**src/rtl/ifu.sv**
```systemverilog
// ============================================================================
// ifu : instruction fetch unit, one outstanding read, valid/ready to decoder
// Rev 1.0
// ============================================================================
`default_nettype none

module ifu #(
    parameter int                  PC_WIDTH = 32,
    parameter logic [PC_WIDTH-1:0] RESET_PC = PC_WIDTH'(32'h8000_0000)
) (
    input  logic                clk,
    input  logic                rst_n,
    output logic                mem_req_valid,
    input  logic                mem_req_ready,
    output logic [PC_WIDTH-1:0] mem_req_addr,
    input  logic                mem_rsp_valid,
    input  logic [31:0]         mem_rsp_data,
    input  logic                mem_rsp_err,
    output logic                inst_valid,
    input  logic                inst_ready,
    output logic [31:0]         inst,
    output logic [PC_WIDTH-1:0] inst_pc,
    input  logic                redirect_valid,
    input  logic [PC_WIDTH-1:0] redirect_pc,
    input  logic                halt,
    output logic                fetch_err,
    output logic [31:0]         inst_cnt
);

    typedef enum logic [2:0] {
        S_IDLE = 3'd0,
        S_REQ  = 3'd1,
        S_WAIT = 3'd2,
        S_HOLD = 3'd3,
        S_HALT = 3'd4
    } state_t;

    state_t                state_q;
    logic [PC_WIDTH-1:0]   pc_q;
    logic [31:0]           inst_q;
    logic [PC_WIDTH-1:0]   inst_pc_q;
    logic                  fetch_err_q;
    logic [31:0]           inst_cnt_q;
    logic                  redir_pend_q;
    logic [PC_WIDTH-1:0]   redir_pc_q;
    logic                  halt_pend_q;

    logic [PC_WIDTH-1:0]   redir_tgt_d;
    logic                  halt_any_d;
    logic                  redir_any_d;

    assign redir_tgt_d = {redirect_pc[PC_WIDTH-1:2], 2'b00};
    assign halt_any_d  = halt_pend_q | halt;
    assign redir_any_d = redir_pend_q | redirect_valid;

    always_ff @(posedge clk or negedge rst_n) begin
        if (!rst_n) begin
            state_q      <= S_IDLE;
            pc_q         <= RESET_PC;
            inst_q       <= '0;
            inst_pc_q    <= '0;
            fetch_err_q  <= 1'b0;
            inst_cnt_q   <= '0;
            redir_pend_q <= 1'b0;
            redir_pc_q   <= '0;
            halt_pend_q  <= 1'b0;
        end else begin
            case (state_q)
                S_IDLE: state_q <= halt ? S_HALT : S_REQ;
                S_REQ: begin
                    // Request stays stable; control-flow events wait for the response.
                    if (redirect_valid) begin
                        redir_pend_q <= 1'b1;
                        redir_pc_q   <= redir_tgt_d;
                    end
                    if (halt)
                        halt_pend_q <= 1'b1;
                    if (mem_req_ready)
                        state_q <= S_WAIT;
                end
                S_WAIT: begin
                    if (mem_rsp_valid) begin
                        if (mem_rsp_err) begin
                            state_q     <= S_HALT;
                            fetch_err_q <= 1'b1;
                        end else if (halt_any_d) begin
                            state_q <= S_HALT;
                        end else if (redir_any_d) begin
                            pc_q         <= redirect_valid ? redir_tgt_d : redir_pc_q;
                            redir_pend_q <= 1'b0;
                            state_q      <= S_REQ;
                        end else begin
                            inst_q    <= mem_rsp_data;
                            inst_pc_q <= pc_q;
                            state_q   <= S_HOLD;
                        end
                    end else begin
                        if (redirect_valid) begin
                            redir_pend_q <= 1'b1;
                            redir_pc_q   <= redir_tgt_d;
                        end
                        if (halt)
                            halt_pend_q <= 1'b1;
                    end
                end
                S_HOLD: begin
                    // Redirect beats a simultaneous accept: the held word is squashed.
                    if (halt) begin
                        state_q <= S_HALT;
                    end else if (redirect_valid) begin
                        pc_q    <= redir_tgt_d;
                        state_q <= S_REQ;
                    end else if (inst_ready) begin
                        pc_q       <= pc_q + PC_WIDTH'(4);
                        inst_cnt_q <= inst_cnt_q + 32'd1;
                        state_q    <= S_REQ;
                    end
                end
                S_HALT:  state_q <= S_HALT;
                default: state_q <= S_HALT;
            endcase
        end
    end

    assign mem_req_valid = (state_q == S_REQ);
    assign mem_req_addr  = (state_q == S_HALT) ? '0 : pc_q;
    assign inst_valid    = (state_q == S_HOLD);
    assign inst          = (state_q == S_HALT) ? '0 : inst_q;
    assign inst_pc       = (state_q == S_HALT) ? '0 : inst_pc_q;
    assign fetch_err     = fetch_err_q;
    assign inst_cnt      = inst_cnt_q;

endmodule

`default_nettype wire
```
**config.mk**
```make
export PLATFORM = sky130hd
export DESIGN_NAME = ifu
export DESIGN_NICKNAME = d
export VERILOG_FILES = /design/src/rtl/ifu.sv
export SDC_FILE = /design/constraint.sdc
export NUM_CORES = 1
export LEC_CHECK = 0
export CORE_UTILIZATION = 43
export DETAILED_ROUTE_END_ITERATION = 10
export MAX_ROUTING_LAYER = met4
export PLACE_DENSITY = 0.71
export SLEW_MARGIN = 40
export SYNTH_ARGS = -nofsm -noshare
export SYNTH_HDL_FRONTEND = slang
export SYNTH_SLANG_ARGS = --single-unit
```
**constraint.sdc**
```tcl
create_clock -name clk -period 6.9 [get_ports clk]
set_input_delay 2.07 -clock clk [delete_from_list [all_inputs] [get_ports clk]]
set_output_delay 2.07 -clock clk [all_outputs]
set_load 0.03 [all_outputs]
```
Word-level counts from Yosys, hierarchy flattened
Index checks and enable logic that the tools add are counted.
{"block": "classes", "magnitude_cmp": 0, "bitwise_logic": 7, "multipliers": 0, "n_eq_ne": 16, "n_mux": 33, "addsub": 2, "reduce_logical": 10, "div_mod_pow": 0, "n_shift": 0}
{"op": "32-bit 2-to-1 mux", "count": 12}
{"op": "32-bit case mux with 2 select lines", "count": 2}
{"op": "32-bit by 1-bit adder with 32-bit output (second input constant)", "count": 1}
{"op": "32-bit by 3-bit adder with 32-bit output (second input constant)", "count": 1}
{"op": "3-bit 2-to-1 mux", "count": 8}
{"op": "2-bit inequality test (second input constant)", "count": 6}
{"op": "3-bit case mux with 4 select lines", "count": 1}
{"op": "3-bit inequality test (second input constant)", "count": 3}
{"op": "4-bit AND reduction", "count": 2}
{"op": "1-bit 2-to-1 mux", "count": 7}
{"op": "7-bit AND reduction", "count": 1}
{"op": "3-bit by 2-bit == test with 1-bit output (second input constant)", "count": 2}
{"op": "3-bit AND reduction", "count": 2}
{"op": "1-bit inverter", "count": 5}
{"op": "5-bit AND reduction", "count": 1}
{"op": "4-bit by 1-bit inequality test with 1-bit output (second input constant)", "count": 1}
{"op": "1-bit case mux with 2 select lines", "count": 2}
{"op": "2-bit nonzero test", "count": 2}
{"op": "3-bit by 1-bit == test with 1-bit output (second input constant)", "count": 1}
{"op": "3-bit == test (second input constant)", "count": 1}
{"op": "3-bit logical NOT", "count": 1}
{"op": "3-bit by 1-bit inequality test with 1-bit output (second input constant)", "count": 1}
{"op": "2-bit 2-to-1 mux", "count": 1}
{"op": "2-bit by 1-bit inequality test with 1-bit output (second input constant)", "count": 1}
{"op": "2 further kinds", "count": 3}
{"block": "word_totals", "latch_bits": 0, "output_inout_bits": 131, "ram_bits": 0, "romBits": 0, "wordCells": 77, "n_memories": 0, "regBits": 166, "inputBits": 72}

Logic depth before layout (Yosys ltp)
{"block": "depth", "depth_word": 6, "mapped_depth": 8, "ltp_nobuf": 6}

Least setup slack after synthesis
OpenSTA, ideal clock, no wires.
{"block": "synth_path", "path_kind": "register to output", "start": "reg state_q[0]", "end": "out inst[16]", "arrival_ns": 1.753, "t_required_ns": 4.830, "stages_incl_launch_ff": 6, "path_slack_ns": 3.077, "path_cell_list": "dfrtp_1 buf_6 nor3b_1 clkbuf_2 clkbuf_1 and2b_1"}
{"block": "synth_between", "elab_chain_cells": 2}
{"element": "start: declaration", "line": "38", "rtl": "state_t state_q;"}
{"element": "start signal: assignment", "line": "69", "rtl": "S_IDLE: state_q <= halt ? S_HALT : S_REQ;"}
{"element": "3-bit == test", "line": "128", "rtl": "assign inst = (state_q == S_HALT) ? '0 : inst_q;"}
{"element": "32-bit 2-to-1 mux", "line": "128"}
{"element": "end: declaration", "line": "21", "rtl": "output logic [31:0] inst,"}
No other way between the ends.

Worst setup path in the final report
{"block": "layout_path", "start": "reg state_q[2]", "end": "out inst[27]"}
The elaborated chain is that of the path after synthesis.

==> impl_metrics.xml <==
<?xml version="1.0" encoding="UTF-8"?>
<metrics>
  <group name="status">
    <metric name="run_status" unit="">finished clean</metric>
  </group>
  <group name="timing">
    <metric name="final.period_utilization" unit="%">67.79</metric>
    <metric name="finalMaxSlewViolations" unit="">0</metric>
    <metric name="unrepaired_setup_endpoints_after_global_routing" unit="">false</metric>
    <metric name="setup_tns" unit="ns">0</metric>
    <metric name="fmaxAchievable" unit="MHz">213.8</metric>
    <metric name="worst-slew-pin-transition" unit="ns">0.6473</metric>
    <metric name="period_minus_slack" unit="ns">4.677</metric>
    <metric name="skew" unit="ns">0.007151</metric>
    <metric name="final-setup-viol-count" unit="">0</metric>
    <metric name="setup_ws" unit="ns">2.223</metric>
    <metric name="timing.max_slew.rel_slack" unit="%">56.52</metric>
    <metric name="hold_slack" unit="ns">0.4689</metric>
    <metric name="final_hold_viol_count" unit="">0</metric>
  </group>
  <group name="synth">
    <metric name="net_count_of_the_mapped_netlist" unit="">895</metric>
    <metric name="synthArstFlopShare" unit="%">100.0</metric>
    <metric name="postSynthAreaPerCell" unit="sq um">10.41</metric>
    <metric name="synth_top_flop_cell" unit="">dfrtp_1</metric>
    <metric name="post_synth_edffs" unit="">0</metric>
    <metric name="synth_sequential_area_ratio" unit="%">48.62</metric>
    <metric name="synth.ff_latch_count" unit="">166</metric>
    <metric name="synthDistinctLibCells" unit="">70</metric>
    <metric name="synthesis.area" unit="sq mm">0.008547</metric>
    <metric name="yosysWarnings" unit="">0</metric>
    <metric name="synth_cells" unit="">821</metric>
  </group>
  <group name="place">
    <metric name="place.gp.congestion" unit="">0.8167</metric>
    <metric name="preCtsSetupSlack" unit="ns">2.575</metric>
    <metric name="post_dp_hpwl" unit="mm">14.42</metric>
    <metric name="port_buffers" unit="">200</metric>
  </group>
  <group name="power_and_ir_drop">
    <metric name="fin_total_pwr" unit="W">0.002251</metric>
    <metric name="vdd.ir_drop.worst" unit="mV">0.1557</metric>
    <metric name="power-per-cell-area" unit="mW/mm^2">197.5</metric>
    <metric name="total_leakage_power" unit="nW">4.943</metric>
  </group>
  <group name="floorplanning">
    <metric name="core" unit="sq mm">0.01946</metric>
    <metric name="core.rowCount" unit="">51</metric>
    <metric name="boundaryPins" unit="">203</metric>
    <metric name="chipWidth" unit="um">143.0</metric>
    <metric name="die_area" unit="sq mm">0.02044</metric>
    <metric name="die-height" unit="um">143.0</metric>
    <metric name="initial_core_utilization" unit="%">43.92</metric>
  </group>
  <group name="setup_path">
    <metric name="critical_path_class" unit="">register to output pin</metric>
    <metric name="timing.rr.start" unit="">state_q[2]</metric>
    <metric name="crit_fanout" unit="">50</metric>
    <metric name="setup.worst_path.start_class" unit="">register</metric>
    <metric name="crit-reg2reg-capture" unit="">pc_q[6]</metric>
    <metric name="timing.critical_path.arrival" unit="ns">2.61</metric>
    <metric name="worst_r2r_path_depth" unit="">6</metric>
    <metric name="setup.worst_path.end_class" unit="">output pin</metric>
    <metric name="crit_required" unit="ns">4.83</metric>
    <metric name="r2r_slack" unit="ns">4.39</metric>
  </group>
  <group name="hold_path">
    <metric name="hold_depth" unit="">1</metric>
    <metric name="worst_hold_path_type" unit="">register to register</metric>
    <metric name="whs_endpoint" unit="">inst_cnt[31]</metric>
    <metric name="min-delay-start" unit="">inst_cnt[31]</metric>
  </group>
  <group name="global_route">
    <metric name="antenna_found_initial" unit="">0</metric>
    <metric name="grt_start_max_net_pins" unit="">64</metric>
    <metric name="globalRouteTotalUtil" unit="%">22.26</metric>
    <metric name="grt_overflow_total" unit="">0</metric>
    <metric name="via_count_of_the_first_global_routing_pass" unit="">6521</metric>
    <metric name="grt_pass1_wl" unit="mm">34.37</metric>
  </group>
  <group name="clock_network">
    <metric name="clock_insertion_delay_worst_skew" unit="ns">0.42</metric>
    <metric name="postCtsHoldBufs" unit="">0</metric>
    <metric name="tritoncts" unit="">yes</metric>
    <metric name="clock_buffers_created_by_tritoncts" unit="">17</metric>
    <metric name="ctsLongestPathBuffers" unit="">2</metric>
    <metric name="clk_pin_slew_worst_paths" unit="ns">0.07</metric>
    <metric name="number_of_cells_upsized_or_downsized_after_cts" unit="">0</metric>
    <metric name="clock_sinks" unit="">166</metric>
    <metric name="ctsHtreeMaxLevel" unit="">4</metric>
    <metric name="cts.repair_timing.setup_buffer_count" unit="">0</metric>
    <metric name="cts_root_buf" unit="">clkbuf_16</metric>
  </group>
  <group name="layout">
    <metric name="insertedDiodeCount" unit="">0</metric>
    <metric name="fraction_of_layout_instances_using_a_drive_strength_above_1" unit="%">16.01</metric>
    <metric name="areaGrowthSynthToFinish" unit="%">33.35</metric>
    <metric name="utilization" unit="%">58.56</metric>
    <metric name="num-nets-final" unit="">1073</metric>
  </group>
  <group name="detailed_routing">
    <metric name="average_wire_per_standard_cell" unit="um">16.69</metric>
    <metric name="total_routed_wirelength" unit="mm">21.31</metric>
    <metric name="drtAntennaViolNets" unit="">0</metric>
    <metric name="drt_pass1_iterations" unit="">4</metric>
    <metric name="avgViaCountPerCell" unit="">5.381</metric>
    <metric name="drc_violation_total_after_the_first_tritonroute_iteration" unit="">427</metric>
    <metric name="drt_drc_violations_left" unit="">0</metric>
    <metric name="dr_total_vias" unit="">6872</metric>
  </group>
  <group name="run">
    <metric name="max-cap-violations" unit="">0</metric>
  </group>
</metrics>
-- through the flow --
stage / cell area (sq um) / instances
after detailed placement: 10780 / 1245
final: 11400 / 1277
after CTS: 11390 / 1277
after global placement: 10720 / 1243
after floorplan: 8547 / 821
after global routing: 11400 / 1277
-- critical path, cell delays in order (launching register included) --
cell and delay [ns]:
dfrtp_1 0.61, nor3b_2 0.27, buf_4 0.46, and2b_1 0.24
clkdlybuf4s50_1 0.59
-- worst max path at each step --
stage                        from             to  depth (start not counted)
floorplan              state_q[0]       inst[16]                          5
global placement    mem_rsp_valid  inst_pc_q[20]                          5
detailed placement           halt        pc_q[6]                          6
CTS                    state_q[2]       inst[27]                          4
global route           state_q[2]       inst[27]                          4
finish                 state_q[2]       inst[27]                          4
-- state kept, by name, summed over array words and instances (netlist names) --
name,flops
pc_q,32
fetch_err,1
redir_pend_q,1
inst_pc_q,32
halt_pend_q,1
inst_q,32
state_q,3
redir_pc_q,32
inst_cnt,32
-- logic make-up (layout without fill, tap and decap cells) --
group | count (synthesis) | in the layout | share of synthesized area [%]
mux | 94 | 94 | 12.79
simple gates | 320 | 320 | 21.23
xor+xnor | 31 | 31 | 3.177
fa+ha+maj | 2 | 2 | 0.2927
buf+inv | 62 | 253 | 3.411
flops | 166 | 166 | 48.62
compound gates | 146 | 146 | 10.48
-- per-layer routing --
metal	global-route usage (%)	wire, um	part of all wire [%]
met5	-	0	0
met1	29.15	9477	44
met2	35.17	10350	49
met3	4.427	1211	5.7
met4	5.886	271	1.3
-- layout by cell type (no fill, tap or decap), types with 3 or more instances in the layout --
cell / n
clkdlybuf4s50_1: 198
dfrtp_1: 165
nor2b_1: 90
mux2_2: 82
nand2_1: 75
o21ai_0: 59
nor2_1: 45
nand3_1: 26
a21oi_1: 21
xnor2_1: 20
a31oi_1: 19
nand4_1: 17
clkbuf_16: 17
and3_1: 13
xor2_1: 11
mux2_4: 10
buf_4: 10
inv_1: 8
and2_1: 7
nor4_1: 6
a41oi_1: 6
nor3_1: 5
and2b_1: 5
a21o_1: 4
o311a_1: 4
o21ai_1: 4
a22o_1: 4
clkinv_4: 4
or2_2: 3
a22oi_1: 3
o211ai_1: 3
o22ai_1: 3
clkinvlp_4: 3
bufinv_16: 3
-- cell usage after synthesis, types with 4 or more instances --
| library cell | number | area [sq um] |
|---|---|---|
| mux2_2 | 82 | 923.4 |
| inv_1 | 8 | 30.03 |
| o21ai_0 | 59 | 295.3 |
| nor2_1 | 46 | 172.7 |
| buf_2 | 19 | 95.09 |
| a41oi_1 | 6 | 52.55 |
| a21oi_1 | 21 | 105.1 |
| a31oi_1 | 19 | 118.9 |
| xnor2_1 | 20 | 175.2 |
| o21ai_1 | 4 | 20.02 |
| and3_1 | 13 | 81.33 |
| nand2_1 | 75 | 281.5 |
| nor3_1 | 5 | 25.02 |
| clkbuf_1 | 25 | 93.84 |
| nor4_1 | 6 | 37.54 |
| a21o_1 | 4 | 30.03 |
| nand3_1 | 26 | 130.1 |
| and2b_1 | 5 | 37.54 |
| a22o_1 | 4 | 35.03 |
| xor2_1 | 11 | 96.34 |
| nand4_1 | 17 | 106.4 |
| nor2b_1 | 90 | 563.0 |
| dfrtp_1 | 165 | 4129 |
| o311a_1 | 4 | 40.04 |
| and2_1 | 7 | 43.79 |
| mux2_4 | 10 | 150.1 |
-- area by class of cell --
| type | instances | area, sq um |
|---|---|---|
| well taps | 265 | 331.6 |
| multi-input cells | 593 | 4126 |
| clock inverters | 14 | 175.2 |
| repair buffers | 213 | 2140 |
| flip-flops and latches | 166 | 4155 |
| clock buffers | 18 | 439.2 |
| fillers | 1678 | 8065 |
| inverters | 8 | 30.03 |
-- report_power, final --
group	internal [W]	total (W)	leakage [nW]	switching (W)
clock	0.000583	0.000992	0.293	0.000409
combinational	0.0000978	0.000177	2.40	0.0000791
sequential	0.00103	0.00108	2.25	0.0000562
total	0.00171	0.00225	4.94	0.000544
No activity file was read; power rests on OpenSTA's default activity.
